==> src/rtl/sayuru_pkg.sv <==
// rtl/sayuru_pkg.sv - shared types and constants for the sayuru write-through cache
package sayuru_pkg;

    localparam int COUNTER_WIDTH = 32;

    typedef enum logic [2:0] {
        IDLE,
        LOOKUP,
        MEM_REQ,
        MEM_WAIT,
        RESP,
        FLUSH
    } state_e;

endpackage

==> src/rtl/sayuru_way_select.sv <==
// rtl/sayuru_way_select.sv - victim way picker: lowest invalid way, else the set's round-robin pointer
module sayuru_way_select
    import sayuru_pkg::*;
#(
    parameter int WAYS  = 2,
    parameter int WAY_W = 1
) (
    input  logic [WAYS-1:0]  valid_i,
    input  logic [WAY_W-1:0] rr_ptr_i,
    output logic [WAY_W-1:0] way_o,
    output logic             all_valid_o
);

    always_comb begin
        way_o       = rr_ptr_i;
        all_valid_o = &valid_i;
        // Walk downwards so the lowest-index invalid way wins.
        for (int w = WAYS - 1; w >= 0; w--) begin
            if (!valid_i[w]) begin
                way_o = WAY_W'(w);
            end
        end
    end

endmodule

==> src/rtl/sayuru_nway_wt.sv <==
// rtl/sayuru_nway_wt.sv - N-way set-associative write-through, no-write-allocate data cache
module sayuru_nway_wt
    import sayuru_pkg::*;
#(
    parameter int ADDR_WIDTH = 16,
    parameter int DATA_WIDTH = 32,
    parameter int WAYS       = 2,
    parameter int SETS       = 16
) (
    input  logic                       clk,
    input  logic                       rst,

    input  logic                       in_data_req_i,
    output logic                       in_data_gnt_o,
    output logic                       in_data_rvalid_o,
    input  logic [ADDR_WIDTH-1:0]      in_data_addr_i,
    input  logic                       in_data_we_i,
    input  logic [DATA_WIDTH/8-1:0]    in_data_be_i,
    output logic [DATA_WIDTH-1:0]      in_data_rdata_o,
    input  logic [DATA_WIDTH-1:0]      in_data_wdata_i,

    output logic                       out_data_req_o,
    input  logic                       out_data_gnt_i,
    input  logic                       out_data_rvalid_i,
    output logic [ADDR_WIDTH-1:0]      out_data_addr_o,
    output logic                       out_data_we_o,
    output logic [DATA_WIDTH/8-1:0]    out_data_be_o,
    input  logic [DATA_WIDTH-1:0]      out_data_rdata_i,
    output logic [DATA_WIDTH-1:0]      out_data_wdata_o,

    input  logic                       flush_i,
    output logic                       flush_busy_o,

    output logic [COUNTER_WIDTH-1:0]   trans_count,
    output logic [COUNTER_WIDTH-1:0]   hit_load_count,
    output logic [COUNTER_WIDTH-1:0]   hit_store_count,
    output logic [COUNTER_WIDTH-1:0]   miss_load_count,
    output logic [COUNTER_WIDTH-1:0]   miss_store_count
);

    localparam int IDX_W = $clog2(SETS);
    localparam int WAY_W = (WAYS > 1) ? $clog2(WAYS) : 1;
    localparam int TAG_W = ADDR_WIDTH - 2 - IDX_W;
    localparam int BE_W  = DATA_WIDTH / 8;

    state_e                   state_q, state_d;
    logic [ADDR_WIDTH-1:0]    addr_q, addr_d;
    logic                     we_q, we_d;
    logic [BE_W-1:0]          be_q, be_d;
    logic [DATA_WIDTH-1:0]    wdata_q, wdata_d;
    logic [DATA_WIDTH-1:0]    rdata_q, rdata_d;
    logic                     rvalid_q, rvalid_d;
    logic                     out_req_q, out_req_d;
    logic                     out_we_q, out_we_d;
    logic [ADDR_WIDTH-1:0]    out_addr_q, out_addr_d;
    logic [BE_W-1:0]          out_be_q, out_be_d;
    logic [DATA_WIDTH-1:0]    out_wdata_q, out_wdata_d;
    logic                     flush_busy_q, flush_busy_d;
    logic [COUNTER_WIDTH-1:0] trans_q, trans_d;
    logic [COUNTER_WIDTH-1:0] hit_ld_q, hit_ld_d;
    logic [COUNTER_WIDTH-1:0] hit_st_q, hit_st_d;
    logic [COUNTER_WIDTH-1:0] miss_ld_q, miss_ld_d;
    logic [COUNTER_WIDTH-1:0] miss_st_q, miss_st_d;

    logic [WAYS-1:0]          valid_q [SETS];
    logic [WAY_W-1:0]         rr_q    [SETS];
    logic [TAG_W-1:0]         tag_q   [SETS][WAYS];
    logic [DATA_WIDTH-1:0]    data_q  [SETS][WAYS];

    logic [IDX_W-1:0]         lk_idx;
    logic [TAG_W-1:0]         lk_tag;
    logic                     hit;
    logic [WAY_W-1:0]         hit_way;
    logic [WAY_W-1:0]         victim;
    logic                     all_valid;
    logic                     gnt;
    logic                     fill_en;
    logic                     merge_en;
    logic                     flush_en;

    // Lookup always works on the captured address; only one transaction is ever in flight.
    assign lk_idx = addr_q[2 +: IDX_W];
    assign lk_tag = addr_q[ADDR_WIDTH-1 -: TAG_W];

    always_comb begin
        hit     = 1'b0;
        hit_way = '0;
        for (int w = 0; w < WAYS; w++) begin
            if (valid_q[lk_idx][w] && (tag_q[lk_idx][w] == lk_tag)) begin
                hit     = 1'b1;
                hit_way = WAY_W'(w);
            end
        end
    end

    sayuru_way_select #(
        .WAYS  (WAYS),
        .WAY_W (WAY_W)
    ) u_way_select (
        .valid_i     (valid_q[lk_idx]),
        .rr_ptr_i    (rr_q[lk_idx]),
        .way_o       (victim),
        .all_valid_o (all_valid)
    );

    always_comb begin
        state_d      = state_q;
        addr_d       = addr_q;
        we_d         = we_q;
        be_d         = be_q;
        wdata_d      = wdata_q;
        rdata_d      = rdata_q;
        rvalid_d     = 1'b0;
        out_req_d    = out_req_q;
        out_we_d     = out_we_q;
        out_addr_d   = out_addr_q;
        out_be_d     = out_be_q;
        out_wdata_d  = out_wdata_q;
        flush_busy_d = 1'b0;
        trans_d      = trans_q;
        hit_ld_d     = hit_ld_q;
        hit_st_d     = hit_st_q;
        miss_ld_d    = miss_ld_q;
        miss_st_d    = miss_st_q;
        gnt          = 1'b0;
        fill_en      = 1'b0;
        merge_en     = 1'b0;
        flush_en     = 1'b0;

        case (state_q)
            IDLE: begin
                if (flush_i) begin
                    state_d      = FLUSH;
                    flush_busy_d = 1'b1;
                end else if (in_data_req_i) begin
                    gnt     = 1'b1;
                    addr_d  = in_data_addr_i;
                    we_d    = in_data_we_i;
                    be_d    = in_data_be_i;
                    wdata_d = in_data_wdata_i;
                    trans_d = trans_q + 1'b1;
                    state_d = LOOKUP;
                end
            end
            LOOKUP: begin
                if (we_q) begin
                    if (hit) hit_st_d = hit_st_q + 1'b1;
                    else     miss_st_d = miss_st_q + 1'b1;
                end else begin
                    if (hit) hit_ld_d = hit_ld_q + 1'b1;
                    else     miss_ld_d = miss_ld_q + 1'b1;
                end
                if (!we_q && hit) begin
                    rdata_d  = data_q[lk_idx][hit_way];
                    rvalid_d = 1'b1;
                    state_d  = RESP;
                end else begin
                    out_req_d   = 1'b1;
                    out_we_d    = we_q;
                    out_addr_d  = we_q ? addr_q : {addr_q[ADDR_WIDTH-1:2], 2'b00};
                    out_be_d    = we_q ? be_q : '1;
                    out_wdata_d = wdata_q;
                    state_d     = MEM_REQ;
                end
            end
            MEM_REQ: begin
                if (out_data_gnt_i) begin
                    out_req_d = 1'b0;
                    state_d   = MEM_WAIT;
                end
            end
            MEM_WAIT: begin
                if (out_data_rvalid_i) begin
                    rvalid_d = 1'b1;
                    state_d  = RESP;
                    if (we_q) begin
                        merge_en = hit;
                    end else begin
                        rdata_d = out_data_rdata_i;
                        fill_en = 1'b1;
                    end
                end
            end
            RESP: begin
                state_d = IDLE;
            end
            FLUSH: begin
                flush_en = 1'b1;
                state_d  = IDLE;
            end
            default: begin
                state_d = IDLE;
            end
        endcase
    end

    always_ff @(posedge clk or posedge rst) begin
        if (rst) begin
            state_q      <= IDLE;
            addr_q       <= '0;
            we_q         <= 1'b0;
            be_q         <= '0;
            wdata_q      <= '0;
            rdata_q      <= '0;
            rvalid_q     <= 1'b0;
            out_req_q    <= 1'b0;
            out_we_q     <= 1'b0;
            out_addr_q   <= '0;
            out_be_q     <= '0;
            out_wdata_q  <= '0;
            flush_busy_q <= 1'b0;
            trans_q      <= '0;
            hit_ld_q     <= '0;
            hit_st_q     <= '0;
            miss_ld_q    <= '0;
            miss_st_q    <= '0;
        end else begin
            state_q      <= state_d;
            addr_q       <= addr_d;
            we_q         <= we_d;
            be_q         <= be_d;
            wdata_q      <= wdata_d;
            rdata_q      <= rdata_d;
            rvalid_q     <= rvalid_d;
            out_req_q    <= out_req_d;
            out_we_q     <= out_we_d;
            out_addr_q   <= out_addr_d;
            out_be_q     <= out_be_d;
            out_wdata_q  <= out_wdata_d;
            flush_busy_q <= flush_busy_d;
            trans_q      <= trans_d;
            hit_ld_q     <= hit_ld_d;
            hit_st_q     <= hit_st_d;
            miss_ld_q    <= miss_ld_d;
            miss_st_q    <= miss_st_d;
        end
    end

    always_ff @(posedge clk or posedge rst) begin
        if (rst) begin
            for (int s = 0; s < SETS; s++) begin
                valid_q[s] <= '0;
                rr_q[s]    <= '0;
            end
        end else if (flush_en) begin
            for (int s = 0; s < SETS; s++) begin
                valid_q[s] <= '0;
                rr_q[s]    <= '0;
            end
        end else if (fill_en) begin
            valid_q[lk_idx][victim] <= 1'b1;
            if (all_valid) begin
                rr_q[lk_idx] <= (WAYS == 1) ? '0 : rr_q[lk_idx] + 1'b1;
            end
        end
    end

    // Tags and data need no reset: they are only ever observed through a set valid bit.
    always_ff @(posedge clk) begin
        if (fill_en) begin
            tag_q[lk_idx][victim]  <= lk_tag;
            data_q[lk_idx][victim] <= out_data_rdata_i;
        end else if (merge_en) begin
            for (int b = 0; b < BE_W; b++) begin
                if (be_q[b]) begin
                    data_q[lk_idx][hit_way][8*b +: 8] <= wdata_q[8*b +: 8];
                end
            end
        end
    end

    assign in_data_gnt_o    = gnt;
    assign in_data_rvalid_o = rvalid_q;
    assign in_data_rdata_o  = rdata_q;
    assign out_data_req_o   = out_req_q;
    assign out_data_we_o    = out_we_q;
    assign out_data_addr_o  = out_addr_q;
    assign out_data_be_o    = out_be_q;
    assign out_data_wdata_o = out_wdata_q;
    assign flush_busy_o     = flush_busy_q;
    assign trans_count      = trans_q;
    assign hit_load_count   = hit_ld_q;
    assign hit_store_count  = hit_st_q;
    assign miss_load_count  = miss_ld_q;
    assign miss_store_count = miss_st_q;

endmodule
==> config.mk <==
export PLATFORM = sky130hd
export DESIGN_NAME = sayuru_nway_wt
export DESIGN_NICKNAME = d
export VERILOG_FILES = /design/src/rtl/sayuru_pkg.sv /design/src/rtl/sayuru_way_select.sv /design/src/rtl/sayuru_nway_wt.sv
export SDC_FILE = /design/constraint.sdc
export NUM_CORES = 2
export LEC_CHECK = 0
export CORE_MARGIN = 8
export CORE_UTILIZATION = 49
export DETAILED_ROUTE_END_ITERATION = 7
export DONT_BUFFER_PORTS = 1
export GPL_TIMING_DRIVEN = 0
export PLACE_DENSITY = 0.75
export SLEW_MARGIN = 10
export SYNTH_ARGS = -nofsm -noshare
export SYNTH_HDL_FRONTEND = slang
export SYNTH_HIERARCHICAL = 1
export SYNTH_SLANG_ARGS = --single-unit
==> constraint.sdc <==
create_clock -name clk -period 14.3 [get_ports clk]
set_input_delay 2.86 -clock clk [delete_from_list [all_inputs] [get_ports clk]]
set_output_delay 2.86 -clock clk [all_outputs]
set_load 0.005 [all_outputs]
==> out/results.tsv <==
metric	value	unit
top-count cell post-synth	edfxtp_1	
synth top area cells	edfxtp_1 (59%), dfrtp_1 (13%), mux4_2 (13%)	
Max Cap Violations	1	
Clock Skews	35.8	ps
WL/cell	31.7	microns
antenna violations before repair	18	
clock buffer depth	3	
row count	137	
initial core utilization	49.2	%
Die Area	152000	sq um
drt initial violations	4754	
Detailed Place HPWL	127	mm
Tcrit/Tclk final	53.3	%
io pins	340	
hold crit path type	register to register	
Vias per Instance	6.33	
FMAX	131	MHz
DR WL met3	19.4	mm
port bufs	0	
top cells by count, synth	edfxtp_1 (1344), mux4_2 (386), dfrtp_1 (352)	
Worst Setup End Kind	output port	
CTS sink count	1696	
YS warnings	6	
critical path cell sequence	nor2b_1 > nand2_1 > clkinv_1 > clkbuf_1	
CP startpoint kind	input pin	
Synth Register Bits	1696	
Highest Signal Layer	met5	
Critical Path AT	4770	ps
critical path peak fanout	10	
fin area	77100	sq um
M1 WL	70.3	mm
root buffer cell	clkbuf_16	
clock tree from TritonCTS	built	
Post-CTS Setup Bufs	0	
share of layout cells above drive strength 1	23.2	%
maximum VDD drop	0.110	mV
Synth async-reset ratio	20.8	%
cts hold-fix bufs	0	
H-tree depth	4	
number of global-route vias before repair	37841	
CTS buffer count	171	
Pins Over Slew Limit	10	
Worst-Margin Slew	1500	ps
placed cells	5677	
largest net degree at the start of global routing	102	
Seq/Total Area, Yosys	71.8	%
CP Buf/Inv Count	2	
synth unique cells	69	
TNS Setup	0	ps
Tmin final	7630	ps
Final Setup Violations	0	
WS Path Type	input pin to output port	
final net count	4070	
outcome	finished, violations left	
via count	38047	
Critical-path top delay cell	clkinv_1	
critical path's top delay family	buffers and inverters	
Chip Height	390	microns
Die W	390	microns
WL final	191	mm
PostCTS Resize Cnt	0	
core area	139000	sq um
Synthesized Nets	3891	
area delta synth->final	12.5	%
cell taking the most area after synthesis	edfxtp_1	
Synth top area share	58.9	%
first-pass GRT wire length	270	mm
Leakage Power	26.2	nW
clk_lat worst skew	800	ps
Detail Route Antenna Nets	0	
gpl congestion	0.901	
GR Overflow Total	0	
Cell Area, Synth	68500	sq um
drt first pass iters	8	
Mapped Cells	3795	
final non-filler cell total	6014	
final hold vios	0	
number of flops mapped to enable cells by yosys	1344	
DRC Markers	0	
clock transition at the registers of the reported paths	60	ps
Placed Area	71000	sq um
Synth Flop Type	edfxtp_1	
Hold Slack	491	ps
RSZ-0062 raised after global routing	false	
Synth Area per Inst	18.0	sq um
Slew headroom	-0.0970	%
failing checks	capacitance limit, slew limit	
met2 wire length	91.2	mm
peak per-stage delay on the critical path	730	ps
total track usage	24.5	%
required time worst endpoint	11440	ps
power per cell area	189	nW/um^2
metrics by stage:
| step | util [%] | setup slack (ps) | total power, W |
|---|---|---|---|
| after floorplan | - | 1680 | 0.00845 |
| after global placement | 50.9 | -2740 | 0.00977 |
| after detailed placement | 51.0 | 6690 | 0.00985 |
| after CTS | 55.3 | 6700 | 0.0146 |
| after global routing | 55.4 | 6600 | 0.0150 |
| final | 55.4 | 6670 | 0.0146 |
worst register-to-register path, stage by stage (launching register included):
cell      delay [ps]
dfrtp_1          330
clkbuf_1         580
clkbuf_1         620
clkbuf_1         590
clkbuf_1         950
clkbuf_1         900
nand2_1          110
o21ai_0          110
inv_1            150
clkbuf_1         230
inv_1             90
a21boi_1          90
or3_1            420
clkbuf_1         420
buf_1            420
nor2_1          1070
final cells by class:
type                    count  area, sq um
diodes                     15         37.5
plain buffers             216         1020
clock buffers             237         4880
clock inverters            85         1120
fillers                 10411        62100
inverters                  28          113
multi-input cells        1855        18300
flip-flops and latches   1696        49200
well taps                1876         2350
repair buffers              6          128
path summary, 6_finish.rpt:
| kind | from | endpoint | slack [ps] | cells after the start |
|---|---|---|---|---|
| hold / removal | addr_q[1] | addr_q[1] | 490 | 2 |
| setup / recovery | in_data_req_i | in_data_gnt_o | 6670 | 4 |
| min in group asynchronous | rst | miss_store_count[10] | 2000 | 1 |
| setup reg to reg | addr_q[4] | tag_q[0][12] | 6820 | 15 |
| max in group asynchronous | rst | wdata_q[28] | 11300 | 2 |
| hold reg to reg | addr_q[1] | addr_q[1] | 490 | 2 |
report_power, final:
| part | internal (W) | total (W) | switching [W] | leakage (nW) |
|---|---|---|---|---|
| logic | 0.00153 | 0.00371 | 0.00217 | 6.55 |
| clock network | 0.00280 | 0.00474 | 0.00194 | 2.91 |
| registers | 0.00573 | 0.00612 | 0.000390 | 16.7 |
| total | 0.0101 | 0.0146 | 0.00451 | 26.2 |
cell usage in the layout (no fill, tap or decap), types with 15 or more instances in the layout:
master and n:
nand4_1 50, edfxtp_1 1344, nand3_1 85, xor2_1 80
xnor2_1 101, nor3_1 45, buf_1 24, mux2_2 165
mux4_2 386, clkinv_1 24, nor2_2 22, mux2i_1 95
a21oi_1 26, buf_2 52, clkinv_2 21, buf_4 17
inv_1 25, dfrtp_1 351, or3_1 17, clkbuf_1 143
bufinv_16 22, clkbuf_16 182, nand2_1 273, o21ai_0 58
diode_2 15, and3_1 32, nor2_1 260
layer usage:
layer  vias up  global-route usage, %
li1      15191                      -
met1     19938                   31.8
met2      2439                   39.2
met3       473                   6.26
met4         6                   11.3
met5         -                      0
registers in the layout, indices dropped and copies added (netlist names), 3 cells and up:
| signal | count |
|---|---|
| be_q | 4 |
| miss_load_count | 32 |
| in_data_rdata_o | 32 |
| miss_store_count | 32 |
| trans_count | 32 |
| tag_q | 320 |
| wdata_q | 32 |
| valid_q | 32 |
| out_data_be_o | 4 |
| state_q | 3 |
| hit_load_count | 32 |
| data_q | 1024 |
| out_data_addr_o | 16 |
| addr_q | 16 |
| rr_q | 16 |
| out_data_wdata_o | 32 |
| hit_store_count | 32 |
cell families (layout without fill, tap and decap cells):
logic type / count (synthesis) / after routing / share of synthesized area, %
multiplexers: 653 / 653 / 16.9
adder cells (fa/ha/maj): 5 / 5 / 0.0914
AO/OA/AOI/OAI: 147 / 147 / 1.39
other: 0 / 15 / 0
buffers and inverters: 244 / 572 / 1.62
flip-flops: 1696 / 1696 / 71.8
AND/OR/NAND/NOR: 869 / 869 / 5.87
XOR/XNOR: 181 / 181 / 2.32
(Power assumes the default switching activity.)
